`src/rtl/tof_pkg.sv`:
```
// Shared constants and types for the ToF write path.
package tof_pkg;

   localparam int N_TOF = 8;
   localparam int IDX_W = 3;

   typedef logic [IDX_W-1:0] tof_idx_t;
   typedef logic [N_TOF-1:0] tof_mask_t;

   typedef enum logic [1:0] {
      IDLE   = 2'd0,
      SELECT = 2'd1,
      WRITE  = 2'd2
   } wr_state_t;

endpackage

```
`src/rtl/rr_arbiter.sv`:
```
// Combinational round-robin arbiter: the first request at or after ptr wins.
module rr_arbiter
   import tof_pkg::*;
(
   input  tof_mask_t req,
   input  tof_idx_t  ptr,
   output tof_idx_t  grant,
   output logic      valid
);

   tof_idx_t idx;

   // Scan from the farthest offset back to ptr so the nearest request is written last.
   always_comb begin
      grant = '0;
      valid = 1'b0;
      idx   = '0;
      for (int i = N_TOF - 1; i >= 0; i--) begin
         idx = ptr + tof_idx_t'(i);
         if (req[idx]) begin
            grant = idx;
            valid = 1'b1;
         end
      end
   end

endmodule

```
`src/rtl/mem_write_fsm.sv`:
```
// Turns ToF data-ready edges into single-cycle BRAM write pulses, one sensor at a time.
//   state  | meaning
//   IDLE   | waiting for a pending event; ToF_Index holds last value
//   SELECT | ToF_Index driven, front-end mux settling
//   WRITE  | wea high for one cycle, pending bit cleared on exit
module mem_write_fsm
   import tof_pkg::*;
#(
   parameter int SETTLE_CYCLES = 1
)
(
   input  logic             clk,
   input  logic             reset,
   input  logic [N_TOF-1:0] ToF_dr,
   output logic             wea,
   output logic [IDX_W-1:0] ToF_Index,
   output logic [N_TOF-1:0] ToF_overrun
);

   wr_state_t  state;
   tof_mask_t  dr_prev;
   tof_mask_t  pending;
   tof_idx_t   ptr;
   logic [1:0] settle_cnt;

   tof_mask_t  rise;
   tof_mask_t  clr;
   tof_idx_t   grant_idx;
   logic       grant_vld;

   always_comb begin
      rise = ToF_dr & ~dr_prev;
      clr  = '0;
      if (state == WRITE) clr[ToF_Index] = 1'b1;
   end

   rr_arbiter u_arb (
      .req   (pending),
      .ptr   (ptr),
      .grant (grant_idx),
      .valid (grant_vld)
   );

   always_ff @(posedge clk) begin
      // Edge history keeps following the inputs through reset, so a line already
      // high when reset releases is not mistaken for a fresh event.
      dr_prev <= ToF_dr;
      if (!reset) begin
         state       <= IDLE;
         pending     <= '0;
         ptr         <= '0;
         settle_cnt  <= '0;
         wea         <= 1'b0;
         ToF_Index   <= '0;
         ToF_overrun <= '0;
      end else begin
         // A new edge on the bit being retired wins over the clear and is not an overrun.
         pending     <= (pending & ~clr) | rise;
         ToF_overrun <= ToF_overrun | (rise & pending & ~clr);
         wea         <= 1'b0;
         case (state)
            IDLE: begin
               if (grant_vld) begin
                  ToF_Index  <= grant_idx;
                  settle_cnt <= 2'(SETTLE_CYCLES - 1);
                  state      <= SELECT;
               end
            end
            SELECT: begin
               if (settle_cnt == 2'd0) begin
                  state <= WRITE;
                  wea   <= 1'b1;
               end else begin
                  settle_cnt <= settle_cnt - 2'd1;
               end
            end
            WRITE: begin
               ptr   <= tof_idx_t'(ToF_Index + 1'b1);
               state <= IDLE;
            end
            default: state <= IDLE;
         endcase
      end
   end

endmodule

```
`config.mk`:
```
export PLATFORM = sky130hd
export DESIGN_NAME = mem_write_fsm
export DESIGN_NICKNAME = d
export VERILOG_FILES = /design/src/rtl/tof_pkg.sv /design/src/rtl/rr_arbiter.sv /design/src/rtl/mem_write_fsm.sv
export SDC_FILE = /design/constraint.sdc
export NUM_CORES = 1
export LEC_CHECK = 0
export CAP_MARGIN = 25
export CORE_AREA = 2 2 58 82
export CTS_CLUSTER_DIAMETER = 200
export CTS_CLUSTER_SIZE = 40
export DETAILED_ROUTE_END_ITERATION = 8
export DIE_AREA = 0 0 60 84
export GPL_TIMING_DRIVEN = 0
export PLACE_DENSITY = 0.76
export SLEW_MARGIN = 20
export SYNTH_ARGS = -nofsm -noshare
export SYNTH_HDL_FRONTEND = slang
export SYNTH_SLANG_ARGS = --single-unit
```
`constraint.sdc`:
```
create_clock -name clk -period 3.5 [get_ports clk]
set_input_delay 0.525 -clock clk [delete_from_list [all_inputs] [get_ports clk]]
set_output_delay 0.525 -clock clk [all_outputs]
set_load 0.005 [all_outputs]
```
**After elaboration in Yosys (flattened, before gate mapping)**

Cells that the tools add are included.

- $add $sub $neg: 9
- Order comparisons: 10
- Equal/unequal tests: 5
- Multiplexer cells: 42
- Bitwise gates (word level): 8
- Reduce and logical (&&, ||, !) cells: 8

Operators by type and width:

| operator | number |
|---|---|
| < comparator 3 x 4 -> 1 bit, second input constant | 9 |
| AND 8 bit | 4 |
| binary-select mux 1 bit (select 3 bit) | 8 |
| two-way mux 3 bit | 8 |
| two-way mux 1 bit | 18 |
| NOT 8 bit | 2 |
| OR 8 bit | 2 |
| adder 3 bit, second input constant | 4 |
| two-way mux 2 bit | 4 |
| two-way mux 8 bit | 1 |
| one-hot mux 2 bit (2 select lines) | 2 |
| adder 3 x 1 -> 3 bit, second input constant | 2 |
| adder 3 x 2 -> 3 bit, second input constant | 2 |
| inequality test 2 bit, second input constant | 3 |
| AND reduction 2 bit | 3 |
| logical NOT 2 bit | 2 |
| demux 1 bit (select 3 bit) | 1 |
| >= comparator 3 x 1 -> 1 bit, second input constant | 1 |
| AND reduction 3 bit | 1 |
| == test 2 x 1 -> 1 bit, second input constant | 1 |
| == test 2 bit, second input constant | 1 |
| nonzero test 2 bit | 1 |
| subtractor 2 x 1 -> 2 bit, second input constant | 1 |
| logical AND 1 bit | 1 |

- Bits in registers: 35
- Output and inout port bits: 12
- Logic and storage cells: 90

**Depth between registers and ports, before layout**

- Depth after elaboration: 13
- Depth in mapped cells: 11

**Modules after synthesis**

A second synthesis with hierarchy kept.

- Cells, all modules: 221
- Area, all modules: 2035.7 um^2

By module, submodules not included:

| module | instances | cells each | area each (um^2) | sequential area each (um^2) |
|---|---|---|---|---|
| mem_write_fsm | 1 | 131 | 1253.7 | 700.7 |
| rr_arbiter | 1 | 90 | 782.0 | 0.0 |

**Worst setup path before layout**

OpenSTA, ideal clock, no wires.

- Kind: register -> register
- Start: register ptr[1]
- End: register ToF_Index[0]
- Library setup time: 0.091 ns
- Data arrival time: 2.944 ns
- Setup slack: 0.465 ns
- Stages on the path, launching flop included: 11
- Clock period less this slack: 3.035 ns
- Cell sequence: dfxtp_1 > buf_2 > clkinv_1 > ha_1 > clkbuf_1 > mux4_2 > or4_4 > o21a_4 > nand2_2 > a31oi_1 > a311oi_1

- Word-level cells in the longest chain between the ends: 12
- Elaborated cells between the ends (all ways): 40
- Those cells by class: add/sub: 7; mux: 32; reduce/logical: 1

Ends and longest elaborated chain:

| what | line | source |
|---|---|---|
| start: declaration | mem_write_fsm.sv:23 | `tof_idx_t ptr;` |
| start signal: assignment | mem_write_fsm.sv:78 | `ptr <= tof_idx_t'(ToF_Index + 1'b1);` |
| adder 3 bit | rr_arbiter.sv:19 | `idx = ptr + tof_idx_t'(i);` |
| binary-select mux 1 bit (select 3 bit) | rr_arbiter.sv:20 | `if (req[idx]) begin` |
| two-way mux 1 bit (implied by the code) | rr_arbiter.sv:20 |  |
| two-way mux 1 bit (8 in series) | rr_arbiter.sv:20 |  |
| AND reduction 2 bit (no line) | - |  |
| end signal: assignment | mem_write_fsm.sv:64 | `ToF_Index <= grant_idx;` |
| end: declaration | mem_write_fsm.sv:16 | `output logic [IDX_W-1:0] ToF_Index,` |

Parallel ways exist; a longest one is shown, timed or not. The select of a mux whose other input is x is not followed.
A chain may end at the register's enable or synchronous reset.

**Worst setup path in the final report**

Ends and elaborated chain as after synthesis.

==> flow_summary.toml <==
[drt]
first_iter_violations = 134
detailedRoute.firstPassIterationCount = 4
antenna_violating_nets_post_route = 0
via_count = 2086
final_routed_drc_violation_total = 0
wirelength_um = 5690
detail_route.wl_per_cell_um = 17.1
via_per_inst = 6.26

[sta]
final-setup-viol-count = 0
min_period_ns = 3.26
final_max_slew_viol_count = 0
fmax_mhz = 307
timing.max_slew.rel_slack_pct = 57.7
tightestPinTransition_ns = 0.632
timing.final.hold_violations = 0
post-route-period-util_pct = 93.2
rsz0062_at_grt = "no"
fin_skew_ns = 0.00613

[setup_path]
worst-endpoint-arrival_ns = 3.46
end_kind = "flop"
critPathRequiredTime_ns = 3.70
cp_max_fo = 11
criticalPathCategory = "flop to flop"
critical_path.startpoint_type = "flop"

[cells_and_area]
antenna-diode-count = 0
mostFrequentLayoutCells = "sky130_fd_sc_hd__dfxtp_1, sky130_fd_sc_hd__clkdlybuf4s50_1, sky130_fd_sc_hd__mux4_2, sky130_fd_sc_hd__nand2_1, sky130_fd_sc_hd__nor2_1"
multiInputGateArea_mm2 = 0.00151
nFillCells = 391
final_core_util_pct = 61.4
layout_commonest_cell = "sky130_fd_sc_hd__dfxtp_1"
flow.area_growth_from_synthesis_pct = 16.2
sequential_cell_area_um2 = 701
post_route_cells_drive_above_1_share_pct = 17.0
nets_final = 284

[cts]
htree_num_levels = 2
cts_sinks = 35
insertion_delay_ns = 0.29
clkSlewWorstSetupHoldPaths_ns = 0.07
cts_tree = "yes"
clockBufferDepth = 2
hold_bufs_inserted_after_cts = 0
tritoncts.num_buffers = 5
cts-root-buf = "sky130_fd_sc_hd__clkbuf_8"

[power_and_ir_drop]
share_of_total_power_in_the_clock_network_pct = 22.9
total_power_mw = 1.26
share_comb_of_total_power_pct = 39.3
net-switching-power_mw = 0.448
swShare_pct = 35.6
powerDensity_mw_per_mm2 = 467
seq_power_share_pct = 37.8
internal-power_mw = 0.812
ir_worst_vdd_mv = 0.341
power_leakage_nw = 0.958

[synth]
synth_edf_count = 0
ys_seq_area_share_pct = 30.2
post_synth_inst_count = 243
synth.cell_area_mm2 = 0.00232
syn_avg_cell_area_um2 = 9.56
async_s_r_ff_share_synth_pct = 0
syn-num-nets = 257
number_of_warnings_printed_during_yosys_synthesis = 0
synth_seq_cells = 35
synth_cell_types = 50
yosys_most_used_dff = "sky130_fd_sc_hd__dfxtp_1"

[floorplanning]
fp-row-count = 29
dieHeight_um = 84
die-width_um = 60
initial_core_util_pct = 52.9
coreArea_mm2 = 0.00439
num_io_pins = 22
fp.dieArea_mm2 = 0.00504

[global_route]
pin_count_of_the_biggest_net_entering_global_routing = 13
grt-ovfl-total = 0
gr-usage-all-layers_pct = 25.2
antenna_found_initial = 0
via_count_of_the_first_global_routing_pass = 2019
grt_first_pass_wirelength_um = 9570

[run_status]
run_status = "complete, no violations"

[place]
gp_routability_congestion = 0.949
detailed_place_hpwl_um = 4220
number_of_i_o_port_buffers = 21

[worst_hold_path]
hp-class = "flop to flop"

[flow_run]
maxCapViolCount = 0
[logic make-up after synthesis]
group                      after synthesis  share of synthesized area, %
and+or+nand+nor                         77                          17.5
AOI/OAI and AO/OA                       66                          19.9
DFF                                     35                          30.2
muxes                                   30                          23.8
buffers and inverters                   27                          4.90
xor gates and xnor gates                 4                          1.51
adders and majority gates                4                          2.16
[stage by stage]
stage / instances / setup slack (ns) / hold WS [ns] / TNS, ns / instance area [um2]
after global placement: 326 / -0.00790 / 0.447 / -0.00790 / 2610
after global routing: 333 / 0.0700 / 0.477 / 0 / 2700
after detailed placement: 326 / -0.00720 / 0.454 / -0.00720 / 2610
after floorplan: 243 / 0.465 / 0.464 / 0 / 2320
final: 333 / 0.237 / 0.465 / 0 / 2700
after CTS: 333 / 0.151 / 0.472 / 0 / 2700
[critical path: stages, from the launching register on]
cell and delay [ns]:
sky130_fd_sc_hd__dfxtp_1 0.33, sky130_fd_sc_hd__buf_2 0.28, sky130_fd_sc_hd__clkinv_1 0.33, sky130_fd_sc_hd__ha_2 0.58
sky130_fd_sc_hd__mux4_2 0.43, sky130_fd_sc_hd__or4_4 0.60, sky130_fd_sc_hd__o21a_4 0.27, sky130_fd_sc_hd__nand2_2 0.06
sky130_fd_sc_hd__a31oi_1 0.04, sky130_fd_sc_hd__a311oi_1 0.24
[flip-flops by register name (all words and copies together), names as in the netlist]
signal / flops
ToF_Index: 3
ToF_overrun: 8
dr_prev: 8
pending: 8
ptr: 3
settle_cnt: 2
state: 2
wea: 1
[cell type report]
cell class / count / area share, %
clock inverters: 3 / 0.742
repair buffers: 21 / 7.79
plain buffers: 18 / 2.97
well taps: 62 / 2.88
flip-flops and latches: 35 / 26.0
multi-input cells: 181 / 56.0
inverters: 8 / 1.11
clock buffers: 5 / 2.55
[Yosys cell counts (all sizes together), types with 3 or more instances]
cell type  number  area share (%)
a2111oi         3             1.1
a21boi          8             2.6
a21oi           8             1.7
a31o            3             1.1
a31oi           4             1.1
and2            5             1.3
buf             5             1.3
clkbuf         14             2.3
dfxtp          35              30
ha              4             2.2
inv             6            0.97
mux2i           8             3.4
mux4           20              19
nand2          20             3.3
nand2b          9             2.4
nand3           4            0.86
nor2           17             2.7
nor2b           5             1.3
nor3            3            0.65
nor4            3            0.81
o21a            7             2.6
o21ai          16             3.4
o221ai          3             1.1
[power groups by stage]
stage          combinational [mW]  clock [mW]  sequential (mW)
2_1_floorplan               0.355           0            0.473
3_3_place_gp                0.475           0            0.484
3_5_place_dp                0.484           0            0.484
4_1_cts                     0.486       0.298            0.476
5_1_grt                     0.538       0.310            0.483
6_report                    0.495       0.289            0.477
[layer usage]
layer  vias up  share of wire [%]  global-route usage, %
li1        971                  -                      -
met1       994                 38                   29.9
met2        95                 51                   39.7
met3        26                5.7                   4.65
met4         0                5.7                   17.2
met5         -                  0                      0
[final timing paths]
kind	end	start	cells past startpoint	slack, ns
setup reg to reg	ToF_Index[0]	ptr[1]	9	0.24
hold reg to reg	ToF_overrun[5]	ToF_overrun[5]	1	0.47
hold / removal	ToF_overrun[5]	ToF_overrun[5]	1	0.47
setup / recovery	ToF_Index[0]	ptr[1]	9	0.24
[repair_timing]
item                                    in CTS  in global routing
gates resized for setup                      0                  1
buffers inserted                             0                  0
endpoints found under the setup margin       1                  2
Power figures use the tool's default switching activity.
